[config.mk]
export PLATFORM = sky130hd
export DESIGN_NAME = sram_arbiter_2p
export DESIGN_NICKNAME = d
export VERILOG_FILES = /design/src/rtl/sram_arbiter_2p.sv
export SDC_FILE = /design/constraint.sdc
export NUM_CORES = 1
export LEC_CHECK = 0
export CORE_UTILIZATION = 39
export CTS_BUF_LIST = sky130_fd_sc_hd__clkbuf_2 sky130_fd_sc_hd__clkbuf_4 sky130_fd_sc_hd__clkbuf_8
export CTS_CLUSTER_SIZE = 28
export DETAILED_ROUTE_END_ITERATION = 6
export PLACE_DENSITY_LB_ADDON = 0.12
export SLEW_MARGIN = 40
export SYNTH_ARGS = -nofsm -noshare
export SYNTH_HDL_FRONTEND = slang
export SYNTH_SLANG_ARGS = --single-unit
[constraint.sdc]
create_clock -name clk -period 1.5 [get_ports clk]
set_input_delay 0.3 -clock clk [delete_from_list [all_inputs] [get_ports clk]]
set_output_delay 0.3 -clock clk [all_outputs]
set_load 0.05 [all_outputs]
[src/rtl/sram_arbiter_2p.sv]
`timescale 1ns/1ps
// ---------------------------------------------------------------------------
// sram_arbiter_2p
//   Shares one single-cycle SRAM controller port between two requesters:
//   port 0 (frame writer) and port 1 (display reader). Transactions are
//   serialised through a four-state FSM (IDLE -> ISSUE -> BUSY -> DONE) and
//   read data is returned to the port that issued the read.
//
// Handshakes:
//   Requester side: pN_req is held high with pN_rw/pN_addr/pN_wdata stable
//   until pN_ack is seen; pN_ack is a one-cycle pulse and the requester
//   updates pN_req on that same edge. req is only sampled in IDLE, so a req
//   still high in the IDLE cycle after an ack is a new request.
//   Controller side: ctl_start_n is low for exactly one cycle (ISSUE) with
//   ctl_rw/ctl_addr/ctl_wdata valid; completion is ctl_ready returning high,
//   at which point ctl_rdata is valid for reads.
//
// Parameters:
//   ADDR_W, DATA_W  address / data widths
//   FIXED_PRIO      0: round-robin on ties, 1: port 0 always wins a tie
//   TMO_CYC         BUSY cycles allowed before the watchdog aborts (1..16)
//
// Ports:
//   clk, reset_n                   clock, asynchronous active-low reset
//   pN_req/rw/addr/wdata (in)      requester N command
//   pN_ack, pN_rdata (out)         completion pulse, read data
//   ctl_start_n/rw/addr/wdata(out) to SRAM controller
//   ctl_ready, ctl_rdata (in)      from SRAM controller
//   grant (out)                    port currently or most recently served
//   busy (out)                     high whenever the FSM is not in IDLE
//   err_tmo (out)                  sticky watchdog-abort flag
//   dbg_state (out)                FSM state, for observation only
// ---------------------------------------------------------------------------
module sram_arbiter_2p #(
    parameter int ADDR_W     = 16,
    parameter int DATA_W     = 16,
    parameter int FIXED_PRIO = 0,
    parameter int TMO_CYC    = 15
) (
    input  logic              clk,
    input  logic              reset_n,
    input  logic              p0_req,
    input  logic              p0_rw,
    input  logic [ADDR_W-1:0] p0_addr,
    input  logic [DATA_W-1:0] p0_wdata,
    output logic              p0_ack,
    output logic [DATA_W-1:0] p0_rdata,
    input  logic              p1_req,
    input  logic              p1_rw,
    input  logic [ADDR_W-1:0] p1_addr,
    input  logic [DATA_W-1:0] p1_wdata,
    output logic              p1_ack,
    output logic [DATA_W-1:0] p1_rdata,
    output logic              ctl_start_n,
    output logic              ctl_rw,
    output logic [ADDR_W-1:0] ctl_addr,
    output logic [DATA_W-1:0] ctl_wdata,
    input  logic              ctl_ready,
    input  logic [DATA_W-1:0] ctl_rdata,
    output logic              grant,
    output logic              busy,
    output logic              err_tmo,
    output logic [1:0]        dbg_state
);

    localparam logic [1:0] S_IDLE  = 2'd0;
    localparam logic [1:0] S_ISSUE = 2'd1;
    localparam logic [1:0] S_BUSY  = 2'd2;
    localparam logic [1:0] S_DONE  = 2'd3;

    // Watchdog value seen during the last permitted BUSY cycle.
    localparam logic [3:0] WDOG_LAST = 4'(TMO_CYC - 1);

    logic [1:0] state;
    logic [3:0] wdog;
    logic       win;

    assign dbg_state = state;

    // Winner for the IDLE decision. On a tie, round-robin hands the port
    // to whichever side was not served last (grant resets to 1, so port 0
    // wins the very first tie).
    always_comb begin
        win = p1_req;
        if (p0_req && p1_req) begin
            win = (FIXED_PRIO != 0) ? 1'b0 : ~grant;
        end
    end

    always_ff @(posedge clk or negedge reset_n) begin
        if (!reset_n) begin
            state       <= S_IDLE;
            wdog        <= '0;
            ctl_start_n <= 1'b1;
            ctl_rw      <= 1'b1;
            ctl_addr    <= '0;
            ctl_wdata   <= '0;
            p0_ack      <= 1'b0;
            p1_ack      <= 1'b0;
            p0_rdata    <= '0;
            p1_rdata    <= '0;
            grant       <= 1'b1;
            busy        <= 1'b0;
            err_tmo     <= 1'b0;
        end else begin
            p0_ack <= 1'b0;
            p1_ack <= 1'b0;
            case (state)
                S_IDLE: begin
                    if ((p0_req || p1_req) && ctl_ready) begin
                        grant       <= win;
                        ctl_rw      <= win ? p1_rw    : p0_rw;
                        ctl_addr    <= win ? p1_addr  : p0_addr;
                        ctl_wdata   <= win ? p1_wdata : p0_wdata;
                        ctl_start_n <= 1'b0;
                        busy        <= 1'b1;
                        state       <= S_ISSUE;
                    end
                end
                S_ISSUE: begin
                    ctl_start_n <= 1'b1;
                    wdog        <= '0;
                    state       <= S_BUSY;
                end
                S_BUSY: begin
                    if (ctl_ready) begin
                        if (ctl_rw) begin
                            if (grant) p1_rdata <= ctl_rdata;
                            else       p0_rdata <= ctl_rdata;
                        end
                        p0_ack <= ~grant;
                        p1_ack <= grant;
                        state  <= S_DONE;
                    end else if (wdog == WDOG_LAST) begin
                        // Abort: the requester still gets its ack so it can
                        // move on, but its rdata is left untouched.
                        err_tmo <= 1'b1;
                        p0_ack  <= ~grant;
                        p1_ack  <= grant;
                        state   <= S_DONE;
                    end else begin
                        wdog <= wdog + 4'd1;
                    end
                end
                S_DONE: begin
                    busy  <= 1'b0;
                    state <= S_IDLE;
                end
                default: begin
                    busy  <= 1'b0;
                    state <= S_IDLE;
                end
            endcase
        end
    end

endmodule

==> flow_metrics.py <==
metrics = {
    "setup_path": {
        "regToRegSetupSlack_ps": 20,
        "critPathKind": "register to register",
        "cp-end-kind": "register",
        "cp_cell_sequence": "inv_4 -> ha_4 -> nor2b_4 -> a22o_1 -> mux2_4",
        "worstPathMaxFanout": 4,
        "reg2reg_to": "dbg_state[1]",
        "worstSetupStartpoint": "dbg_state[0]",
        "critPathRequiredTime_ps": 1730,
        "cp_top_family": "flip-flops",
        "cpPeakStageDelay_ps": 440,
        "crit_slowest_cell": "dfrtp_2",
        "critPathLaunchType": "register",
        "timing.critical_path.buf_inv": 1,
        "r2r_start": "dbg_state[0]",
        "crit_arrival_ps": 1710,
        "r2r_cells": 5,
    },
    "routing": {
        "first_iter_violations": 103,
        "drt_wl_total_um": 8940,
        "dr.pass1.iters": 4,
        "drtAntennaViolNets": 0,
        "drc": 0,
        "met1_length_um": 3930,
        "highest-signal-layer": "met4",
        "vias": 2743,
        "via_per_inst": 4.82,
        "wl_met2_um": 4500,
        "met3_length_um": 405,
        "routedWlPerCell_um": 15.7,
    },
    "synthesis": {
        "ys_warn_count": 0,
        "syn-num-nets": 366,
        "ys.flop_type": "dfrtp_1",
        "synth-edff-count": 0,
        "ys_async_sr_fraction_pct": 100,
        "syn_area_sq_um": 3520,
        "yosysTopAreaCellShare_pct": 52.6,
        "avgSynthCellArea_sq_um": 12.9,
        "ys_ff_latch": 77,
        "synthCells": 272,
        "ys_seq_area_share_pct": 54.9,
        "netlist-cell-type-count": 37,
        "synth.area.top_cells": "dfrtp_1 (53%), mux2i_1 (9.7%), mux2_4 (8.5%)",
        "synth_top_area_cell": "dfrtp_1",
    },
    "clocking": {
        "root_buffer": "clkbuf_8",
        "insertion_delay_ps": 350,
        "clockBufferDepth": 2,
        "cts_buffers": 9,
        "clkSlewWorstSetupHoldPaths_ps": 90,
        "h-tree-depth": 3,
        "tritoncts": "built",
        "clock-sinks": 77,
    },
    "sta": {
        "slew_viol_final": 0,
        "rsz0062_at_grt": "yes",
        "max_freq_mhz": 675,
        "worstMarginPinSlew_ps": 474,
        "finalSetupTns_ps": 0,
        "relSlewSlack_pct": 68.4,
        "hold_violations": 0,
        "setup_violations": 0,
        "finClkSkew_ps": 14.9,
        "fin_crit_ps": 1480,
        "timing.final.crit_share_pct": 98.8,
    },
    "global_routing": {
        "grt_overflow": 0,
        "grt_pass1_vias": 2834,
        "grt_pass1_wl_um": 14800,
        "grt_usage_pct": 20.1,
        "antenna_found_initial": 0,
        "grt_start_max_net_pins": 35,
    },
    "run_status": {
        "outcome": "completed",
    },
    "floorplanning": {
        "ios": 160,
        "dieArea_sq_um": 9410,
        "start_util_pct": 40.4,
        "fp.dieH_um": 97,
        "core_sq_um": 8720,
        "die-width_um": 97,
        "rows": 34,
    },
    "cells_and_area": {
        "fill_cells": 570,
        "area_delta_synth_final_pct": 82.5,
        "drive_gt1_share_pct": 36.2,
        "nNetsFinal": 550,
        "diodes": 0,
    },
    "hold_path": {
        "hold_path_class": "input port to async pin",
    },
    "place": {
        "gp_congestion": 0.798,
        "hpwlAfterDp_um": 6910,
        "portBuffers": 159,
    },
    "power": {
        "irDropWorstVdd_mv": 1.38,
        "power-per-cell-area_nw_per_um2": 2280,
        "power_mw": 14.7,
        "leakagePower_nw": 3.00,
    },
    "flow_run": {
        "max_cap_viol_count": 0,
    },
}
cell usage after synthesis (all sizes together), types with 2 or more instances:
| master | count |
|---|---|
| a21oi | 3 |
| buf | 11 |
| clkbuf | 4 |
| dfrtp | 74 |
| dfstp | 3 |
| ha | 7 |
| inv | 4 |
| mux2 | 34 |
| mux2i | 34 |
| nand2 | 35 |
| nand2b | 2 |
| nand3 | 2 |
| nor2 | 3 |
| nor2b | 3 |
| o211ai | 4 |
| o21ai | 37 |
metrics by stage:
stage / worst slack [ps] / instance area [sq um] / hold WS, ps / std cells / utilization [%]
after detailed placement: -313 / 6200 / 301 / 549 / 71.1
after CTS: 12.6 / 6420 / 496 / 569 / 73.6
after global routing: -12.7 / 6420 / 506 / 569 / 73.6
after floorplan: -184 / 3590 / 4.41 / 272 / -
final: 18.7 / 6420 / 480 / 569 / 73.6
after global placement: -250 / 6200 / 302 / 549 / 71.1
per-layer routing:
layer | track usage, % | vias to the layer above
met1 | 25.5 | 1331
met4 | 4.36 | 0
met3 | 5.06 | 10
li1 | - | 1317
met2 | 34.5 | 85
met5 | 0 | -
cell type report:
type	count	area (sq um)	area share, %
timing repair buffer	188	2640	41.2
sequential	77	1930	30.1
multi-input combinational	176	1510	23.5
tap	108	135	2.10
clock buffer	9	124	1.93
clock inverter	7	58.8	0.916
inverter	4	17.5	0.273
registers in the layout, summed over array words and instances (netlist names), 2 cells and up:
register and cells:
ctl_addr 16, ctl_wdata 16, dbg_state 2, p0_rdata 16
p1_rdata 16, wdog 4
report_power, final:
group	switching [mW]	total [mW]	internal [mW]
clock	0.826	1.45	0.623
sequential	0.980	3.97	2.99
combinational	4.51	9.23	4.72
cell usage in the layout, fill, tap and decap left out, drive strengths merged, types with 2 or more instances in the layout:
master           n
buf            102
clkdlybuf4s50   85
dfrtp           74
o21ai           37
nand2           35
mux2i           34
mux2            34
clkbuf           9
ha               7
inv              6
o211ai           4
clkinv           4
nor2             3
a21oi            3
dfstp            3
nor2b            3
nand3            2
nand2b           2
logic make-up (layout without fill, tap and decap cells):
group	Yosys count	after routing	synth area share, %
adders and majority gates	7	7	2.49
muxes	68	68	22.7
DFF	77	77	54.9
and+or+nand+nor	49	49	6.97
xor gates and xnor gates	1	1	0.249
AOI/OAI and AO/OA	51	51	8.46
buffers and inverters	19	208	4.30
worst reg2reg max path, cell delays in order, from the launching register on:
cell and delay [ps]:
dfrtp_2 440, inv_4 100, ha_4 180, nor2b_4 150
a22o_1 180, mux2_4 310
worst max path at each step:
stage	to	slack, ps	cells after the start
after global placement	ctl_addr[15]	-250	5
after CTS	dbg_state[1]	10	5
after detailed placement	ctl_wdata[15]	-310	5
final	dbg_state[1]	20	5
after global routing	dbg_state[1]	-10	5
after floorplan	p1_rdata[10]	-180	6
repair_timing:
action                     in CTS  in global routing
setup endpoints to repair       1                  4
setup buffers                   3                  0
hold endpoints to repair       29                  0
hold buffers                    1                  0
cloned                          0                  0
resized for setup               0                  1
pin swaps                       0                  1
Power figures use the tool's default switching activity.
